### config.mk
export PLATFORM = sky130hd
export DESIGN_NAME = fc_g3_seq
export DESIGN_NICKNAME = d
export VERILOG_FILES = /design/src/rtl/fc_g3_seq.sv
export SDC_FILE = /design/constraint.sdc
export NUM_CORES = 2
export LEC_CHECK = 0
export BUFFER_PORTS_ARGS = -buffer_cell sky130_fd_sc_hd__buf_2
export CAP_MARGIN = 20
export CORE_ASPECT_RATIO = 0.9
export CORE_UTILIZATION = 60
export CTS_CLUSTER_SIZE = 28
export DETAILED_ROUTE_END_ITERATION = 16
export PLACE_DENSITY = 0.8
export REMOVE_ABC_BUFFERS = 1
export SYNTH_ARGS = -nofsm -noshare
export SYNTH_HDL_FRONTEND = slang
export SYNTH_SLANG_ARGS = --single-unit
### constraint.sdc
create_clock -name i_clock -period 11.5 [get_ports i_clock]
set_input_delay 1.725 -clock i_clock [delete_from_list [all_inputs] [get_ports i_clock]]
set_output_delay 1.725 -clock i_clock [all_outputs]
set_load 0.01 [all_outputs]
### src/rtl/fc_g3_seq.sv
// fc_g3_seq: sequencer for fully-connected layer G3.
// Walks every (neuron, input-pair) of the layer, issuing two weight and two activation
// reads per cycle. The returning data goes through two signed MACs per cycle, and the
// block emits one saturated Q8.8 result for each output neuron.
module fc_g3_seq #(
   parameter int N_IN  = 32,
   parameter int N_OUT = 16,
   parameter int WAW   = 9,
   parameter int AAW   = 5,
   parameter int OIW   = 4,
   parameter int FRAC  = 8
) (
   input  logic             i_clock,
   input  logic             i_reset,
   input  logic             i_start,
   output logic             o_busy,
   output logic             o_done,
   output logic [WAW-1:0]   o_w_addr_a,
   output logic [WAW-1:0]   o_w_addr_b,
   input  logic [15:0]      i_w_q_a,
   input  logic [15:0]      i_w_q_b,
   output logic [AAW-1:0]   o_act_addr_a,
   output logic [AAW-1:0]   o_act_addr_b,
   input  logic [15:0]      i_act_q_a,
   input  logic [15:0]      i_act_q_b,
   output logic             o_out_valid,
   output logic [OIW-1:0]   o_out_idx,
   output logic [15:0]      o_out_data
);

   // k counts input pairs, so it needs one bit fewer than an activation address.
   localparam int KW   = (AAW > 1) ? AAW - 1 : 1;
   localparam int ACCW = 32 + AAW + 1;
   localparam logic [KW-1:0]  K_LAST = KW'(N_IN / 2 - 1);
   localparam logic [OIW-1:0] N_LAST = OIW'(N_OUT - 1);
   localparam logic signed [ACCW-1:0] SAT_MAX = ACCW'(32767);
   localparam logic signed [ACCW-1:0] SAT_MIN = ACCW'(-32768);

   typedef enum logic [1:0] {S_IDLE, S_RUN, S_DRAIN, S_DONE} state_t;

   state_t                  r_state, w_state_nxt;
   logic [OIW-1:0]          r_n;
   logic [KW-1:0]           r_k;
   logic                    w_k_last, w_n_last;

   // Issue tag: this is the stage-1 side of the MAC pipeline.
   logic                    r_t_vld, r_t_first, r_t_last;
   logic [OIW-1:0]          r_t_idx;

   logic signed [31:0]      w_p_a, w_p_b;
   logic signed [ACCW-1:0]  w_p, w_acc_in, w_sum, w_shr;
   logic signed [ACCW-1:0]  r_acc;
   logic [15:0]             w_sat;

   logic                    r_out_valid;
   logic [OIW-1:0]          r_out_idx;
   logic [15:0]             r_out_data;

   assign w_k_last = (r_k == K_LAST);
   assign w_n_last = (r_n == N_LAST);

   // State register, updated on the clock edge.
   always_ff @(posedge i_clock) begin
      if (i_reset) r_state <= S_IDLE;
      else         r_state <= w_state_nxt;
   end

   // Next-state logic. A start that arrives outside IDLE is dropped.
   // DRAIN waits for the strobe of the last neuron.
   always_comb begin
      w_state_nxt = r_state;
      case (r_state)
         S_IDLE:  if (i_start) w_state_nxt = S_RUN;
         S_RUN:   if (w_k_last && w_n_last) w_state_nxt = S_DRAIN;
         S_DRAIN: if (r_out_valid) w_state_nxt = S_DONE;
         S_DONE:  w_state_nxt = S_IDLE;
         default: w_state_nxt = S_IDLE;
      endcase
   end

   // Neuron / pair counters. They only advance in RUN and sit at zero otherwise.
   always_ff @(posedge i_clock) begin
      if (i_reset || r_state != S_RUN) begin
         r_n <= '0;
         r_k <= '0;
      end else if (w_k_last) begin
         r_k <= '0;
         r_n <= w_n_last ? '0 : r_n + 1'b1;
      end else begin
         r_k <= r_k + 1'b1;
      end
   end

   // Read addresses come straight from the counters during RUN and are 0 elsewhere.
   always_comb begin
      o_w_addr_a   = '0;
      o_w_addr_b   = '0;
      o_act_addr_a = '0;
      o_act_addr_b = '0;
      if (r_state == S_RUN) begin
         o_act_addr_a = {r_k, 1'b0};
         o_act_addr_b = {r_k, 1'b1};
         o_w_addr_a   = WAW'(r_n) * WAW'(N_IN) + WAW'(o_act_addr_a);
         o_w_addr_b   = o_w_addr_a + 1'b1;
      end
   end

   assign o_busy = (r_state != S_IDLE);
   assign o_done = (r_state == S_DONE);

   // Stage-1 tag. It tracks the memories' one-cycle read latency.
   always_ff @(posedge i_clock) begin
      if (i_reset) begin
         r_t_vld   <= 1'b0;
         r_t_first <= 1'b0;
         r_t_last  <= 1'b0;
         r_t_idx   <= '0;
      end else begin
         r_t_vld   <= (r_state == S_RUN);
         r_t_first <= (r_k == '0);
         r_t_last  <= w_k_last;
         r_t_idx   <= r_n;
      end
   end

   // Stage-2 datapath: dual signed product, then accumulate. A first tag restarts the sum.
   assign w_p_a    = $signed(i_w_q_a) * $signed(i_act_q_a);
   assign w_p_b    = $signed(i_w_q_b) * $signed(i_act_q_b);
   assign w_p      = ACCW'(w_p_a) + ACCW'(w_p_b);
   assign w_acc_in = r_t_first ? '0 : r_acc;
   assign w_sum    = w_acc_in + w_p;
   assign w_shr    = w_sum >>> FRAC;

   // Clamp the floor-shifted sum into the Q8.8 range.
   always_comb begin
      w_sat = w_shr[15:0];
      if (w_shr > SAT_MAX)      w_sat = 16'h7FFF;
      else if (w_shr < SAT_MIN) w_sat = 16'h8000;
   end

   // Accumulator and result register. out_valid is a single-cycle strobe; idx and data hold.
   always_ff @(posedge i_clock) begin
      if (i_reset) begin
         r_acc       <= '0;
         r_out_valid <= 1'b0;
         r_out_idx   <= '0;
         r_out_data  <= '0;
      end else begin
         r_out_valid <= 1'b0;
         if (r_t_vld) begin
            r_acc <= w_sum;
            if (r_t_last) begin
               r_out_valid <= 1'b1;
               r_out_idx   <= r_t_idx;
               r_out_data  <= w_sat;
            end
         end
      end
   end

   assign o_out_valid = r_out_valid;
   assign o_out_idx   = r_out_idx;
   assign o_out_data  = r_out_data;

endmodule

==> results.toml <==
[worst_setup_path]
crit_required_ns = 11.68
slowest_delay_ns = 0.70
crit_type = "in -> reg"
slowest_stage = "o31ai_4"
start_kind = "input pin"
worstPathArrival_ns = 10.67
path_max_fanout = 17
cpMostUsedCell = "fa_1"
endpoint_kind = "register"
rrSetupSlack_ns = 2.37

[timing]
tns_ns = 0
fin_crit_sh_pct = 91.22
rsz0062_at_grt = "no"
period_minus_slack_ns = 10.49
setup_viol = 0
fmax_mhz = 95.33
tightestPinTransition_ns = 1.069
fin_skew_ns = 0.004324
final_max_slew_viol_count = 0
maxSlewHeadroom_pct = 27.80
final-hold-violation-count = 0

[route]
firstDrtPassIters = 5
routed_wirelength_mm = 61.84
drt_iter0_markers = 1162
vias = 18610
ant_nets = 0
vias_per_cell = 5.504
routedWlPerCell_microns = 18.29
route.detailed.drc = 0

[clock_tree]
hold_buffers = 0
cts.sinks = 76
htreeDepth = 3
cts_setup_buffers = 0
cts_tree = "built"
ctsRootBufferMaster = "clkbuf_16"
cts_buffers = 9
clkTransAtPathRegs_ns = 0.06
clockBufferDepth = 2
clkLatencyLatePin_ns = 0.33
cts_resized = 0

[yosys]
synth_edf_count = 0
synth_area_sq_um = 26500
syn_area_per_cell_sq_um = 9.460
ys.flop_type = "dfxtp_1"
syn_inst = 2801
yosysWarnings = 0
synth_seq_cells = 76
synth.distinct_cells = 72
synth.yosys.seq_area_share_pct = 5.742
async_flop_share_pct = 0

[global_routing]
grt_start_max_net_pins = 84
antenna_found_initial = 1
gr-usage-all-layers_pct = 29.45
grt_pass1_vias = 20760
grt.overflow.total = 0
grt_pass1_wl_mm = 104.7

[layout]
drive_gt1_share_pct = 6.161
fin_nets = 3730
syn_to_final_growth_pct = 4.311
nFillCells = 3459

[flow_run]
drv_cap = 0

[placement]
io_buffers = 115
dpl.hpwl_mm = 53.90
place_congestion = 0.9193

[floorplan]
ioPinCount = 118
rows = 72
initial_core_util_pct = 61.28
die_x_microns = 223.5
die_h_microns = 201.4
die_area_sq_um = 45010
coreArea_sq_um = 43240

[hold_path]
min_path_type = "reg -> reg"

[outcome]
status = "finished clean"
synth_stat cells (all sizes together) (3+ instances only):
master	n	area share, %
nor4	4	0.15
nor3	13	0.26
nor2	115	1.6
buf	30	0.79
nor2b	43	1.0
a21oi	40	0.81
a21boi	4	0.11
or3	9	0.21
and3	10	0.24
xor2	10	0.33
a31oi	4	0.094
and2	276	6.5
o21bai	4	0.11
o21ai	18	0.37
a21o	10	0.28
inv	754	11
ha	157	7.4
mux2i	36	1.4
o32ai	16	0.84
nand4	9	0.21
xnor2	24	0.79
nand2b	22	0.52
or4	3	0.099
a211oi	14	0.48
fa	686	52
dfxtp	76	5.7
nand2	268	3.8
nand3	14	0.26
o31ai	4	0.22
o211ai	6	0.21
o41ai	3	0.099
clkbuf	85	1.2
o21a	4	0.11
flip-flops by register name, indices dropped and copies added (netlist names):
signal	count
r_acc	38
o_out_data	16
o_out_idx	4
r_k	4
r_n	4
r_t_idx	4
r_state	2
o_out_valid	1
r_t_first	1
r_t_last	1
r_t_vld	1
critical path: cells and delay by family:
kind / cells / cell delay [ns]
compound gates: 5 / 1.79
fa+ha+maj: 9 / 4.62
simple gates: 5 / 1.19
buf+inv: 6 / 1.31
cell type report:
type	count	area, sq um	share of cell area, %
Multi-Input combinational cell	1856	21620	78.21
Inverter	755	2834	10.25
Sequential cell	76	1523	5.509
Tap cell	555	694.4	2.512
Timing Repair Buffer	122	628.1	2.273
Clock buffer	9	225.2	0.8148
Clock inverter	6	113.9	0.4120
Antenna cell	2	5.005	0.01811
routing by layer:
metal / GRT usage, % / share of wire (%) / up-vias
met1: 39.44 / 39 / 9668
met5: 0 / 0 / -
li1: - / - / 8143
met2: 49.94 / 51 / 671
met4: 9.687 / 3.3 / 0
met3: 3.738 / 6.6 / 127
cells by family after synthesis:
kind of cell / share of synthesized area [%]
adders and majority gates: 59.24
xor gates and xnor gates: 1.124
DFF: 5.742
and+or+nand+nor: 15.09
buffers and inverters: 12.69
muxes: 1.459
other: 0.01415
AOI/OAI and AO/OA: 4.632
metrics by stage:
stage / instance area (sq um) / hold slack [ns] / setup slack (ns) / instances / util, %
floorplan: 25970 / 0.4113 / 1.788 / 2687 / -
global placement: 27290 / 0.4215 / 0.9160 / 3364 / 63.12
detailed placement: 27290 / 0.4413 / 0.7797 / 3364 / 63.12
CTS: 27630 / 0.4494 / 1.090 / 3379 / 63.91
global route: 27630 / 0.4614 / 0.6157 / 3379 / 63.91
finish: 27640 / 0.4450 / 1.010 / 3381 / 63.92
worst paths after layout:
kind / from / end / depth (start not counted)
hold / removal: r_t_idx[3]$_SDFF_PP0_ / o_out_idx[3]$_SDFFE_PP0P_ / 2
setup / recovery: i_w_q_a[15] / o_out_data[6]$_SDFFE_PP0P_ / 25
hold reg to reg: r_t_idx[3]$_SDFF_PP0_ / o_out_idx[3]$_SDFFE_PP0P_ / 2
setup reg to reg: r_t_first$_SDFF_PP0_ / o_out_data[6]$_SDFFE_PP0P_ / 27
layout by cell type, fill, tap and decap left out, types with 3 or more instances in the layout:
cell       Yosys  routed
a21boi_0       4       4
fa_1         686     686
o41ai_1        3       3
buf_4         19       7
xnor2_1       24      24
ha_1         157     157
nand3_1       14      14
a211oi_1      11      11
nand2_1      267     267
nor4_1         3       3
nor3_1        12      12
clkbuf_16      0       9
a31oi_1        4       4
nor2b_1       43      43
o32ai_2       11      11
o21a_1         4       4
o21ai_0       15      15
o211ai_1       4       4
or3_1          9       9
a21oi_1       38      38
o21bai_1       4       4
o32ai_1        5       5
mux2i_1       36      36
dfxtp_1       76      75
inv_1        754     754
nand4_1        9       9
buf_2          3     115
xor2_1        10      10
nor2_1       115     115
nand2b_1      22      22
and3_1        10      10
bufinv_16      0       3
a21o_1        10      10
and2_1       276     276
Power is left out: the tool's default activity adds up to more than one toggle a clock period on the data nets, which glitch-free logic cannot reach.
